**config.mk**
```make
export PLATFORM = sky130hd
export DESIGN_NAME = mem_access_unit
export DESIGN_NICKNAME = d
export VERILOG_FILES = /design/src/rtl/mem_pkg.sv /design/src/rtl/mem_access_unit_load_formatter.sv /design/src/rtl/mem_access_unit.sv
export SDC_FILE = /design/constraint.sdc
export NUM_CORES = 1
export LEC_CHECK = 0
export CAP_MARGIN = 20
export CORE_MARGIN = 4
export CORE_UTILIZATION = 27
export CTS_CLUSTER_DIAMETER = 60
export DETAILED_ROUTE_END_ITERATION = 10
export PLACE_DENSITY = 0.51
export SETUP_SLACK_MARGIN = 0.5
export SYNTH_ARGS = -nofsm -noshare
export SYNTH_HDL_FRONTEND = slang
export SYNTH_HIERARCHICAL = 1
export SYNTH_SLANG_ARGS = --single-unit
```
**constraint.sdc**
```tcl
create_clock -name clk -period 2.15 [get_ports clk]
set_input_delay 0.3225 -clock clk [delete_from_list [all_inputs] [get_ports clk]]
set_output_delay 0.3225 -clock clk [all_outputs]
set_load 0.02 [all_outputs]
```
**src/rtl/mem_pkg.sv**
```systemverilog
// Purpose: shared encodings for the MEM-stage load/store unit (access sizes, FSM states).
// Latency: n/a (types and constants only).
// Backpressure: n/a.
package mem_pkg;

    // MemSize encodings; 2'b11 is reserved and handled as a word access
    localparam logic [1:0] SZ_BYTE = 2'b00;
    localparam logic [1:0] SZ_HALF = 2'b01;
    localparam logic [1:0] SZ_WORD = 2'b10;

    typedef enum logic [1:0] {
        IDLE = 2'b00,
        BUSY = 2'b01,
        DONE = 2'b10
    } memState_t;

endpackage

```
**src/rtl/mem_access_unit_load_formatter.sv**
```systemverilog
// Purpose: picks the addressed byte/half lane out of a bus word and zero/sign-extends it.
// Latency: purely combinational.
// Backpressure: none; result follows the inputs.
module load_formatter
    import mem_pkg::*;
(
    input  logic [31:0] rdata,
    input  logic [1:0]  addrLo,
    input  logic [1:0]  size,
    input  logic        isSigned,
    output logic [31:0] result
);

    logic [7:0]  byteLane;
    logic [15:0] halfLane;

    assign byteLane = rdata[{addrLo, 3'b000} +: 8];
    // Half accesses select by a[1] only; a[0] is ignored
    assign halfLane = addrLo[1] ? rdata[31:16] : rdata[15:0];

    // Extend the selected lane according to size and signedness
    always_comb begin
        result = rdata;
        case (size)
            SZ_BYTE: result = {{24{isSigned & byteLane[7]}}, byteLane};
            SZ_HALF: result = {{16{isSigned & halfLane[15]}}, halfLane};
            default: result = rdata;
        endcase
    end

endmodule

```
**src/rtl/mem_access_unit.sv**
```systemverilog
// Purpose: MEM-stage load/store unit driving a req/ack data bus; optional MISALIGN_TRAP_EN traps misaligned half/word.
// Latency: 3 cycles minimum (IDLE issue, BUSY until ack or timeout, DONE), ReadData valid in DONE.
// Backpressure: mem_stall holds the pipeline from op issue through BUSY; released for the single DONE cycle.
module mem_access_unit
    import mem_pkg::*;
#(
    parameter int TIMEOUT_CYCLES = 256
) (
    input  logic        clk,
    input  logic        reset,
    input  logic        MemRead,
    input  logic        MemWrite,
    input  logic [1:0]  MemSize,
    input  logic        MemSigned,
    input  logic [31:0] alu_result,
    input  logic [31:0] WriteData,
    output logic        mem_req,
    output logic        mem_we,
    output logic [31:0] mem_addr,
    output logic [3:0]  mem_be,
    output logic [31:0] mem_wdata,
    input  logic        mem_ack,
    input  logic [31:0] mem_rdata,
    output logic [31:0] ReadData,
    output logic        mem_stall,
    output logic        bus_err,
    output logic        misalign
);

    localparam int TO_W = $clog2(TIMEOUT_CYCLES + 1);

    memState_t       state;
    memState_t       nextState;
    logic [TO_W-1:0] counter;

    logic            op;
    logic            trapNow;
    logic            timeoutHit;
    logic [3:0]      beNow;
    logic [31:0]     wdataNow;
    logic [1:0]      latAddrLo;
    logic [1:0]      latSize;
    logic            latSigned;
    logic [31:0]     loadValue;

    assign op         = MemRead | MemWrite;
    assign mem_req    = (state == BUSY);
    assign timeoutHit = (state == BUSY) && !mem_ack && (counter == TO_W'(TIMEOUT_CYCLES - 1));

`ifdef MISALIGN_TRAP_EN
    logic misalignReg;

    // Half with odd address, or word/reserved with any low address bit, never reaches the bus
    assign trapNow  = ((MemSize == SZ_HALF) && alu_result[0]) ||
                      ((MemSize[1] == 1'b1) && (alu_result[1:0] != 2'b00));
    assign misalign = misalignReg;

    // Misalign flag is raised for exactly the DONE cycle that follows a trapped op
    always_ff @(posedge clk) begin
        if (!reset) misalignReg <= 1'b0;
        else        misalignReg <= (state == IDLE) && op && trapNow;
    end
`else
    assign trapNow  = 1'b0;
    assign misalign = 1'b0;
`endif

    // Byte enables and lane-replicated store data for the op presented in IDLE
    always_comb begin
        beNow    = 4'b1111;
        wdataNow = WriteData;
        case (MemSize)
            SZ_BYTE: begin
                beNow    = 4'b0001 << alu_result[1:0];
                wdataNow = {4{WriteData[7:0]}};
            end
            SZ_HALF: begin
                beNow    = alu_result[1] ? 4'b1100 : 4'b0011;
                wdataNow = {2{WriteData[15:0]}};
            end
            default: begin
                beNow    = 4'b1111;
                wdataNow = WriteData;
            end
        endcase
    end

    // Next-state and stall: stall is raised combinationally as soon as an op shows up in IDLE
    always_comb begin
        nextState = state;
        mem_stall = 1'b0;
        case (state)
            IDLE: begin
                if (op) begin
                    mem_stall = 1'b1;
                    nextState = trapNow ? DONE : BUSY;
                end
            end
            BUSY: begin
                mem_stall = 1'b1;
                if (mem_ack || timeoutHit) nextState = DONE;
            end
            DONE:    nextState = IDLE;
            default: nextState = IDLE;
        endcase
    end

    // State register
    always_ff @(posedge clk) begin
        if (!reset) state <= IDLE;
        else        state <= nextState;
    end

    // Timeout counter runs only while waiting for ack
    always_ff @(posedge clk) begin
        if (!reset || state != BUSY) counter <= '0;
        else                         counter <= counter + TO_W'(1);
    end

    // Latch the bus request when the op is accepted so it stays stable through BUSY
    always_ff @(posedge clk) begin
        if (!reset) begin
            mem_addr  <= '0;
            mem_be    <= '0;
            mem_wdata <= '0;
            mem_we    <= 1'b0;
            latAddrLo <= '0;
            latSize   <= '0;
            latSigned <= 1'b0;
        end else if (state == IDLE && op) begin
            mem_addr  <= {alu_result[31:2], 2'b00};
            mem_be    <= beNow;
            mem_wdata <= wdataNow;
            mem_we    <= MemWrite & ~MemRead;   // a simultaneous read/write request is a read
            latAddrLo <= alu_result[1:0];
            latSize   <= MemSize;
            latSigned <= MemSigned;
        end
    end

    load_formatter u_load_formatter (
        .rdata    (mem_rdata),
        .addrLo   (latAddrLo),
        .size     (latSize),
        .isSigned (latSigned),
        .result   (loadValue)
    );

    // Result capture: load data on ack, zero on timeout or trap; bus_err is a one-cycle pulse seen in DONE
    always_ff @(posedge clk) begin
        if (!reset) begin
            ReadData <= '0;
            bus_err  <= 1'b0;
        end else begin
            bus_err <= 1'b0;
            if (state == BUSY) begin
                if (mem_ack) begin
                    if (!mem_we) ReadData <= loadValue;
                end else if (timeoutHit) begin
                    ReadData <= '0;
                    bus_err  <= 1'b1;
                end
            end else if (state == IDLE && op && trapNow) begin
                ReadData <= '0;
            end
        end
    end

endmodule

```
# After elaboration in Yosys (flattened, before gate mapping)
# Cells that the tools add are included.
dict set report word_totals {
  output_inout_bits 105
  word_cells 57
  regBits 116
  in_bits 104
}
dict set report op_classes {
  n_eq_ne 8
  n_reduce_logical 14
  mux 14
  shifts 2
  n_addsub 1
  n_bitwise 7
}
# op n
set op_table {}
lappend op_table {{$pmux 32 s2} 2}
lappend op_table {{$mux 32} 3}
lappend op_table {{$shiftx 32x6->8} 1}
lappend op_table {{$mux 16} 1}
lappend op_table {{$add 9x1->9 const B} 1}
lappend op_table {{$eq 9x8->1 const B} 1}
lappend op_table {{$pmux 4 s2} 1}
lappend op_table {{$eq 2x1->1 const B} 3}
lappend op_table {{$logic_not 2->1} 3}
lappend op_table {{$mux 2} 2}
lappend op_table {{$mux 4} 1}
lappend op_table {{$ne 2x1->1 const B} 2}
lappend op_table {{$ne 2x2->1 const B} 2}
lappend op_table {{$pmux 2 s2} 1}
lappend op_table {{$shl 1x2->4 const A} 1}
lappend op_table {{$and 1x1->1} 3}
lappend op_table {{$logic_and 1x1->1} 3}
lappend op_table {{$not 1->1} 3}
lappend op_table {{$reduce_and 3->1} 1}
lappend op_table {{$reduce_or 3->1} 1}
lappend op_table {{$logic_not 1->1} 2}
lappend op_table {{$logic_or 1x1->1} 2}
lappend op_table {{$mux 1} 2}
lappend op_table {{$pmux 1 s2} 1}
lappend op_table {{3 further kinds} 3}

# Depth between registers and ports, before layout
dict set report depth {
  ltp_word 6
  ltp_mapped 8
  depth_no_buf 7
}

# By module
# Netlist, hierarchy kept.
# mod seq_area_each_um2 area_each_um2 cells_per_inst n_inst
set modules_own_cells {}
lappend modules_own_cells {mem_access_unit 2322.2 4890.9 562 1}
lappend modules_own_cells {load_formatter 0.0 705.7 123 1}

# Least setup slack after synthesis
# OpenSTA, ideal clock, no wires.
dict set report synth_path {
  path_type {reg-to-reg}
  from {reg counter[0]}
  to {reg ReadData[10]}
  slack_ps 392
  arrival_time_ps 1686
  path_stages_with_launch 9
  setup_time_ps 72
  path_buffers 1
  synth_period_minus_slack_ps 1758
  required_ps 2078
  cell_sequence {dfxtp_1 ha_1 nand2_1 nor3_1 ha_1 nand2b_1 a21oi_4 buf_12 mux2i_1}
}
dict set report synth_via {
  elab_chain_len 4
}
# item line
set synth_rtl {}
lappend synth_rtl {{start, declared} mem_access_unit.sv:34} ;# logic [TO_W-1:0] counter;
lappend synth_rtl {{start signal, assigned} mem_access_unit.sv:117} ;# else counter <= counter + TO_W'(1);
lappend synth_rtl {{$eq 9x8->1} mem_access_unit.sv:48} ;# assign timeoutHit = (state == BUSY) && !mem_ack && (counter == TO_W'(TIMEOUT_CYCLES - 1));
lappend synth_rtl {{$logic_and 1x1->1} mem_access_unit.sv:48}
lappend synth_rtl {{$reduce_bool 2->1 (no line)} --}
lappend synth_rtl {{$reduce_and 3->1 (no line)} --}
lappend synth_rtl {{end signal, assigned} mem_access_unit.sv:158} ;# if (!mem_we) ReadData <= loadValue;
lappend synth_rtl {{end, declared} mem_access_unit.sv:24} ;# output logic [31:0] ReadData,
# No other way between the ends.
# A chain may end at the register's enable or synchronous reset.

# Final worst setup path
dict set report layout_path {
  from {reg counter[1]}
  to {reg ReadData[9]}
}
# Same word-level chain as after synthesis.

==> flow_metrics.py <==
metrics = {
    "die": {
        "dieHeight_um": 152.0,
        "rows": 52,
        "fp.dieArea_um2": 23090,
        "start_util": 0.2757,
        "core_um2": 20300,
        "pin_count": 209,
        "fp.dieW_um": 152.0,
    },
    "route": {
        "drc": 0,
        "wl_per_cell_um": 17.59,
        "viasPerCell": 4.924,
        "drt_pass1_iterations": 5,
        "wirelength_um": 20610,
        "drt-initial-drc-count": 321,
        "detail-route-antenna-nets": 0,
        "dr_total_vias": 5771,
    },
    "placement": {
        "place_inst": 1129,
        "hpwlAfterDp_um": 14250,
        "gp_congestion": 0.8041,
        "portBuffers": 205,
    },
    "synth": {
        "synth_ff_type": "dfxtp_1",
        "synthArstFlopShare": 0,
        "synth_top_family_by_area": "compound AO/OA/AOI/OAI gates",
        "synth-seq-cells": 116,
        "muxShareOfSynthArea": 0.07713,
        "syn_area_per_cell_um2": 8.170,
        "synth_cells": 685,
        "synth_fa_ha_area_frac": 0.004471,
        "synthSimpleGateAreaFrac": 0.2030,
        "yosysWarnings": 6,
        "synth_cell_types": 55,
        "synth_edf_count": 0,
        "synth_xor_area_frac": 0.004695,
        "synth_compound_area_frac": 0.2267,
        "ys_seq_area_frac": 0.4149,
        "syn_area_um2": 5597,
    },
    "clocking": {
        "worstSkewPairLatency_ns": 0.41,
        "clock_path_buffers": 2,
        "cts_num_sinks": 116,
        "tritoncts": "yes",
        "cts_buffers": 17,
        "htreeDepth": 4,
        "cts_hold_buf": 0,
        "cts_root_buf": "clkbuf_16",
        "clkSlewWorstSetupHoldPaths_ns": 0.05,
    },
    "setup_path": {
        "cp.required_ns": 2.48,
        "critPathMaxFanout": 8,
        "crit_path_start_kind": "flop",
        "critPathKind": "flop to flop",
        "cp.arrival_ns": 2.08,
        "crit_path_end_kind": "flop",
    },
    "layout": {
        "nets": 998,
        "final_cells": 1172,
        "final_util": 0.4275,
        "antenna_cells": 0,
        "final_common_cell": "dfxtp_1",
        "drive_above_1_share": 0.1297,
        "syn2layout_area_growth_pct": 55.04,
        "final_cell_mix": "108 x dfxtp_1, 106 x nand2_1, 100 x clkdlybuf4s50_1, 100 x dlygate4sd2_1, 77 x nand3_1",
    },
    "power_and_ir_drop": {
        "peakVddDrop_v": 0.0005300,
        "p_per_area_nw_per_um2": 773.5,
        "leakagePower_nw": 3.703,
        "fin_total_pwr_mw": 6.712,
    },
    "sta": {
        "setup_tns_ns": 0,
        "max_freq_ghz": 0.5733,
        "drv_slew": 0,
        "hold_ws_ns": 0.2791,
        "period_minus_slack_ns": 1.744,
        "rsz0062_at_grt": "true",
        "setup_violations": 0,
        "hold_violations": 0,
        "skew_ns": 0.005666,
        "period_share": 0.8112,
    },
    "global_route": {
        "grtUsageTotal": 0.1739,
        "grt_pass1_vias": 5694,
        "antenna_found_initial": 0,
        "grt-ovfl-total": 0,
        "grt_first_pass_wirelength_um": 32470,
        "grt_max_degree": 69,
    },
    "status": {
        "status": "finished clean",
    },
    "flow_run": {
        "maxCapViolCount": 0,
    },
    "hold_path": {
        "hp-class": "input pin to flop",
    },
}
-- sequential cells by signal (all words and copies together), names as in the netlist --
| signal | flops |
|---|---|
| ReadData | 32 |
| bus_err | 1 |
| counter | 9 |
| latAddrLo | 2 |
| latSigned | 1 |
| latSize | 2 |
| mem_addr | 30 |
| mem_be | 4 |
| mem_wdata | 32 |
| mem_we | 1 |
| state | 2 |
-- what timing repair did --
item                       4_1_cts  5_1_grt
setup buffers                    8        3
cloned                           3        0
setup endpoints to repair      134       35
gates resized for setup        122        9
pin swaps                        1        4
-- cells by family (layout without fill, tap and decap cells) --
logic type | Yosys count | in the layout
buf+inv | 75 | 290
compound gates | 204 | 204
mux | 43 | 43
fa+ha+maj | 2 | 2
flops | 116 | 116
simple gates | 241 | 241
xor+xnor | 3 | 3
other cells | 1 | 3
-- report_power, final --
| group | switching (mW) | total, mW | internal, mW |
|---|---|---|---|
| clock network | 0.967 | 2.77 | 1.80 |
| logic | 0.863 | 1.55 | 0.687 |
| registers | 0.0849 | 2.39 | 2.31 |
-- critical path: stages (launching register included) --
cell and delay [ns]:
dfxtp_2 0.35, ha_4 0.15, nand2_4 0.05, nor3_4 0.11, ha_2 0.23, nand2b_4 0.07
a21oi_4 0.23, buf_6 0.14, buf_12 0.13, mux2i_2 0.20
-- synthesized netlist by cell type (3+ instances only) --
cell	count	area, um^2
dfxtp_1	116	2322
nand2_1	107	401.6
nand3_1	78	390.4
a21oi_1	71	355.3
o21ai_0	59	295.3
mux2i_1	42	420.4
clkbuf_1	40	150.1
a211oi_1	19	142.6
nor2_1	16	60.06
buf_2	15	75.07
nor2b_1	11	68.82
a311oi_1	10	87.58
nand2b_1	9	56.30
o22ai_1	9	56.30
a221o_2	8	90.09
o2111ai_1	8	70.07
buf_4	7	52.55
inv_1	5	18.77
a22oi_1	4	30.03
a21o_1	3	22.52
a2bb2oi_1	3	26.28
buf_12	3	60.06
o22a_1	3	26.28
-- per-layer routing --
metal,track usage,part of all wire
met5,0,0
met3,0.06229,0.071
met2,0.2701,0.46
met1,0.2278,0.45
met4,0.05137,0.018
-- through the flow --
| stage | setup WS, ns | cell area [um^2] |
|---|---|---|
| 3_5_place_dp | -0.02029 | 8018 |
| 5_1_grt | 0.2835 | 8677 |
| 3_3_place_gp | -0.03186 | 8018 |
| 6_report | 0.4059 | 8677 |
| 4_1_cts | 0.2886 | 8631 |
| 2_1_floorplan | 0.5170 | 5637 |
-- area by class of cell --
type	instances	area, um^2
clock buffers	24	491.7
clock inverters	5	75.07
fillers	2100	11620
inverters	7	26.28
multi-input cells	496	2974
flip-flops and latches	116	2335
well taps	270	337.8
repair buffers	254	2437
-- final timing paths --
check,start,end,slack (ns),cells after the start
setup / recovery,counter[1]$_SDFF_PP0_,ReadData[9]$_SDFFE_PN0P_,0.41,9
hold / removal,reset,mem_wdata[24]$_SDFFE_PN0P_,0.28,3
setup reg to reg,counter[1]$_SDFF_PP0_,ReadData[9]$_SDFFE_PN0P_,0.41,9
hold reg to reg,ReadData[20]$_SDFFE_PN0P_,ReadData[20]$_SDFFE_PN0P_,0.45,2
Power figures use the tool's default switching activity.
